<file path="config.mk">
export PLATFORM = sky130hd
export DESIGN_NAME = gpio_port_arbiter
export DESIGN_NICKNAME = d
export VERILOG_FILES = /design/src/rtl/gpio_pkg.sv /design/src/rtl/gpio_port_arbiter_rr_arb2.sv /design/src/rtl/gpio_port_arbiter.sv
export SDC_FILE = /design/constraint.sdc
export NUM_CORES = 1
export LEC_CHECK = 0
export CAP_MARGIN = 20
export CORE_MARGIN = 5
export CORE_UTILIZATION = 43
export DETAILED_ROUTE_END_ITERATION = 10
export PLACE_DENSITY_LB_ADDON = 0.3
export SLEW_MARGIN = 20
export SYNTH_ARGS = -nofsm -noshare
export SYNTH_HDL_FRONTEND = slang
export SYNTH_SLANG_ARGS = --single-unit
</file>
<file path="constraint.sdc">
create_clock -name clk_i -period 1.42 [get_ports clk_i]
set_input_delay 0.284 -clock clk_i [delete_from_list [all_inputs] [get_ports clk_i]]
set_output_delay 0.284 -clock clk_i [all_outputs]
set_load 0.01 [all_outputs]
</file>
<file path="src/rtl/gpio_pkg.sv">
// Shared constants for the GPIO port arbiter: register map, FSM states and default widths.
package gpio_pkg;

    localparam int AW_DEF = 2;
    localparam int DW_DEF = 32;

    localparam logic [1:0] GPIO_IN1  = 2'd0;
    localparam logic [1:0] GPIO_IN2  = 2'd1;
    localparam logic [1:0] GPIO_OUT1 = 2'd2;
    localparam logic [1:0] GPIO_OUT2 = 2'd3;

    typedef enum logic [1:0] {
        IDLE  = 2'd0,
        ISSUE = 2'd1,
        RESP  = 2'd2
    } state_e;

endpackage

</file>
<file path="src/rtl/gpio_port_arbiter_rr_arb2.sv">
// Two-way round-robin picker; last_q remembers the most recently granted master.
module rr_arb2 (
    input  logic clk_i,
    input  logic rst_i,
    input  logic en_i,
    input  logic req0_i,
    input  logic req1_i,
    output logic gnt0_o,
    output logic gnt1_o
);

    logic last_q;

    always_comb begin
        gnt0_o = 1'b0;
        gnt1_o = 1'b0;
        if (en_i) begin
            if (req0_i && req1_i) begin
                gnt0_o = last_q;
                gnt1_o = ~last_q;
            end else begin
                gnt0_o = req0_i;
                gnt1_o = req1_i;
            end
        end
    end

    // Reset to 1 so that m0 wins the first contested cycle.
    always_ff @(posedge clk_i) begin
        if (rst_i) begin
            last_q <= 1'b1;
        end else if (gnt0_o) begin
            last_q <= 1'b0;
        end else if (gnt1_o) begin
            last_q <= 1'b1;
        end
    end

endmodule

</file>
<file path="src/rtl/gpio_port_arbiter.sv">
// Shares the GPIO register port between the CPU (m0) and a secondary master (m1),
// one transaction at a time, with per-address write protection for m1.
module gpio_port_arbiter
    import gpio_pkg::*;
#(
    parameter int                      DW         = DW_DEF,
    parameter int                      AW         = AW_DEF,
    parameter logic [(2**AW)-1:0]      M1_WR_MASK = 4'b1100
) (
    input  logic          clk_i,
    input  logic          rst_i,
    input  logic          m0_req_i,
    input  logic          m0_we_i,
    input  logic [AW-1:0] m0_a_i,
    input  logic [DW-1:0] m0_wd_i,
    output logic          m0_gnt_o,
    output logic          m0_ack_o,
    output logic [DW-1:0] m0_rd_o,
    input  logic          m1_req_i,
    input  logic          m1_we_i,
    input  logic [AW-1:0] m1_a_i,
    input  logic [DW-1:0] m1_wd_i,
    output logic          m1_gnt_o,
    output logic          m1_ack_o,
    output logic [DW-1:0] m1_rd_o,
    output logic          m1_err_o,
    output logic          gpio_we_o,
    output logic [AW-1:0] gpio_a_o,
    output logic [DW-1:0] gpio_wd_o,
    input  logic [DW-1:0] gpio_rd_i
);

    state_e        state_q;
    logic          sel_q, wr_q, we_q, blk_q;
    logic [AW-1:0] a_q;
    logic [DW-1:0] wd_q, rd_q;

    logic          accept_en, accept_d;
    logic          wr_d, blk_d;
    logic [AW-1:0] a_d;
    logic [DW-1:0] wd_d;
    logic          issue, resp;

    assign accept_en = (state_q != ISSUE) && !rst_i;

    rr_arb2 u_arb (
        .clk_i  (clk_i),
        .rst_i  (rst_i),
        .en_i   (accept_en),
        .req0_i (m0_req_i),
        .req1_i (m1_req_i),
        .gnt0_o (m0_gnt_o),
        .gnt1_o (m1_gnt_o)
    );

    assign accept_d = m0_gnt_o | m1_gnt_o;
    assign wr_d     = m1_gnt_o ? m1_we_i : m0_we_i;
    assign a_d      = m1_gnt_o ? m1_a_i  : m0_a_i;
    assign wd_d     = m1_gnt_o ? m1_wd_i : m0_wd_i;
    // A blocked m1 write still runs as a normal slot, just with WE suppressed.
    assign blk_d    = m1_gnt_o && m1_we_i && !M1_WR_MASK[m1_a_i];

    always_ff @(posedge clk_i) begin
        if (rst_i) begin
            state_q <= IDLE;
            sel_q   <= 1'b0;
            wr_q    <= 1'b0;
            we_q    <= 1'b0;
            blk_q   <= 1'b0;
            a_q     <= '0;
            wd_q    <= '0;
            rd_q    <= '0;
        end else begin
            case (state_q)
                ISSUE: begin
                    if (!wr_q) rd_q <= gpio_rd_i;
                    state_q <= RESP;
                end
                default: begin
                    if (accept_d) begin
                        sel_q   <= m1_gnt_o;
                        wr_q    <= wr_d;
                        we_q    <= wr_d && !blk_d;
                        blk_q   <= blk_d;
                        a_q     <= a_d;
                        wd_q    <= wd_d;
                        state_q <= ISSUE;
                    end else begin
                        state_q <= IDLE;
                    end
                end
            endcase
        end
    end

    assign issue     = (state_q == ISSUE);
    assign resp      = (state_q == RESP);

    assign gpio_we_o = issue && we_q;
    assign gpio_a_o  = issue ? a_q  : '0;
    assign gpio_wd_o = issue ? wd_q : '0;

    assign m0_ack_o  = resp && !sel_q;
    assign m1_ack_o  = resp && sel_q;
    assign m0_rd_o   = (m0_ack_o && !wr_q) ? rd_q : '0;
    assign m1_rd_o   = (m1_ack_o && !wr_q) ? rd_q : '0;
    assign m1_err_o  = m1_ack_o && blk_q;

endmodule

</file>
==> flow_summary.yaml <==
pwr:
  leakage_nw: 3.66
  p_int_mw: 4.83
  p_per_area_nw_per_um2: 814
  power_switching_mw: 2.08
  switching_share_pct: 30.1
  clock_power_share_pct: 31.9
  power_frac_comb_pct: 33.5
  max-vdd-ir-drop_mv: 0.592
  p_seq_share_pct: 34.6
yosys:
  ys_types: 32
  synth.avg_cell_area_um2: 8.15
  synthArstFlopShare_pct: 0
  syn_nets: 689
  synth-xor-area-share_pct: 0
  yosys.area_share.simple_pct: 30.5
  synth-seq-cells: 73
  dominantRegCellSynth: "dfxtp_1"
  syn_area_um2: 4750
  synth_compound_area_share_pct: 28.0
  synth_mux_area_share_pct: 0
  synth_adder_area_share_pct: 0
  synth_warnings: 0
  synth-edff-count: 0
  ys_seq_area_share_pct: 30.7
  synth_top_family_by_area: "simple AND/OR/NAND/NOR gates"
  synthCells: 583
critical_path:
  crit_slowest_cell: "dfxtp_2"
  cpMostUsedCell: "buf_6"
  required_ns: 1.14
  cp-end-kind: "output pin"
  cpPeakStageDelay_ns: 0.34
  crit_path_cell_trace: "nor3b_2 -> and2b_2 -> buf_6 -> buf_16 -> and2_4 -> buf_6"
  worstSetupPathType: "reg -> out"
  worstRegToRegCells: 9
  arrival_ns: 1.60
  cp-start-kind: "register"
  cp_max_fo: 8
routing:
  avgViaCountPerCell: 5.75
  drt_first_pass_iters: 7
  drc_errors: 0
  drtIter0Drc: 416
  vias: 5517
  postRouteAntennaNets: 0
  routed_wl_um: 19100
  wl_per_cell_um: 19.9
sta:
  fin_hold_ws_ns: 0.383
  final_hold_viol_count: 0
  rsz0062_at_grt: "yes"
  fmaxAchievable_mhz: 530
  tightest_slew_ns: 0.674
  fin_ws_ns: -0.467
  setup_tns_ns: -44.22
  timing.final.crit_share_pct: 133
  period_needed_ns: 1.89
  skew_ns: 0.0116
  relSlewSlack_pct: 55.1
  setup_viol: 156
  drv_slew: 0
die:
  die_h_um: 115
  die_width_um: 115
  core_um2: 10800
  ios: 210
  fp.dieArea_um2: 13300
  initial_core_util_pct: 43.8
  rows: 38
min_path:
  worstHoldPathType: "in -> reg"
  worstHoldPathCells: 3
clock_network:
  clock_latency_ns: 0.35
  cts_root_buffer: "clkbuf_8"
  htreeDepth: 3
  ctsLongestPathBuffers: 2
  cts_tree: "built"
  clkTransAtPathRegs_ns: 0.08
  cts_buffers: 9
  numClockSinks: 73
global_route:
  grt_use_total_pct: 25.3
  grt_pass1_wl_um: 27100
  grt_overflow: 0
  antenna_found_initial: 1
  grt_max_degree: 53
  grt_pass1_vias: 5276
final_layout:
  nNetsFinal: 921
  syn_to_final_growth_pct: 78.6
  drive_gt1_share_pct: 42.4
  fin_cells: 960
  fill_cells: 691
  fin_area_um2: 8490
place:
  routabilityCongestion: 0.784
  place_inst: 910
  portBuffers: 209
  preCtsSetupSlack_ns: -0.579
  hpwl_um: 11200
  placed_cell_area_um2: 7180
flow_run:
  cap_violations: 0
outcome:
  status: "complete, but fails checks"
  violations: "negative setup slack"
layout by cell type (no fill, tap or decap), drive strengths merged:
cell type      instances
nor2b                 39
o31ai                  1
buf                  184
nand4                 36
a211o                  1
nand3                  2
nor3                   1
dlygate4sd2            1
a21oi                 35
nand2b                 2
o21ai                  1
a41o                  36
o41ai                 37
nand2                 67
bufinv                 4
or3b                   1
and3b                  1
inv                   37
dfxtp                 73
dlymetal6s2s           1
nor3b                  3
clkbuf                14
diode                  1
a31oi                 36
clkinvlp               1
clkdlybuf4s50        102
and2                 100
nor2                   2
and2b                  1
repair_timing:
action	CTS	global route
setup buffers	17	12
resized for setup	552	112
setup endpoints to repair	143	176
hold buffers	0	0
pin swaps	95	27
cloned	8	5
power groups by stage:
| stage | Sequential [mW] | Clock [mW] | Combinational (mW) |
|---|---|---|---|
| finish | 2.39 | 2.20 | 2.32 |
| floorplan | 2.35 | 0 | 0.911 |
| global route | 2.41 | 2.30 | 2.44 |
| global placement | 2.37 | 0 | 1.60 |
| detailed placement | 2.38 | 0 | 1.64 |
| CTS | 2.35 | 2.21 | 1.98 |
worst max-delay path: cells and delay by family (launching register included):
kind          cells  cell delay (ns)
buf+inv           3             0.39
flops             1             0.34
simple gates      3             0.53
path summary, 6_finish.rpt:
kind,endpoint,startpoint,slack [ns]
worst max-delay path,m0_rd_o[18],state_q[1]$_SDFF_PP0_,-0.47
worst min-delay path,rd_q[14]$_SDFFE_PP0P_,rst_i,0.38
worst max register to register,wd_q[1]$_SDFFE_PP0P_,state_q[0]$_SDFF_PP0_,-0.25
worst min register to register,rd_q[16]$_SDFFE_PP0P_,rd_q[16]$_SDFFE_PP0P_,0.48
synth_stat cells, drive strengths merged (2+ instances only):
cell type  number  area, um2
nor2b          39        246
nand2          67        254
nor3b           3       32.5
a31oi          36        225
buf            46        277
o41ai          37        549
nand2b          2       15.0
nand4          36        225
nand3           2       15.0
a41o           36        360
nor2            2       7.51
inv            37        139
a21oi          35        175
and2          100        626
dfxtp          73       1460
clkbuf         25       93.8
flip-flops by register name (all words and copies together), names as in the netlist, 2 cells and up:
signal,cells
wd_q,32
state_q,2
rd_q,32
a_q,2
logic make-up (layout without fill, tap and decap cells):
| family | count (synthesis) | in the layout |
|---|---|---|
| compound gates | 147 | 147 |
| buf+inv | 108 | 344 |
| flops | 73 | 73 |
| simple gates | 255 | 255 |
| other cells | 0 | 1 |
stage by stage:
step,utilization (%),power [mW]
final,78.3,6.91
after global routing,78.3,7.15
after CTS,72.8,6.54
after detailed placement,66.2,4.02
after global placement,66.2,3.97
after floorplan,-,3.26
cell type report:
| class | count | area [um2] | share of cell area (%) |
|---|---|---|---|
| clock buffers | 10 | 138 | 1.62 |
| well taps | 140 | 175 | 2.06 |
| repair buffers | 292 | 3020 | 35.5 |
| clock inverters | 5 | 128 | 1.50 |
| diodes | 1 | 2.50 | 0.0295 |
| flip-flops and latches | 73 | 1470 | 17.3 |
| inverters | 37 | 139 | 1.64 |
| multi-input cells | 402 | 3420 | 40.3 |
metal layers:
| layer | global-route usage, % | routed length (um) | share of wire [%] |
|---|---|---|---|
| met4 | 7.51 | 446 | 2.3 |
| met2 | 44.8 | 9660 | 51 |
| met1 | 31.3 | 7500 | 39 |
| met3 | 4.63 | 1520 | 7.9 |
| met5 | 0 | 0 | 0 |
No activity file was read; power rests on OpenSTA's default activity.
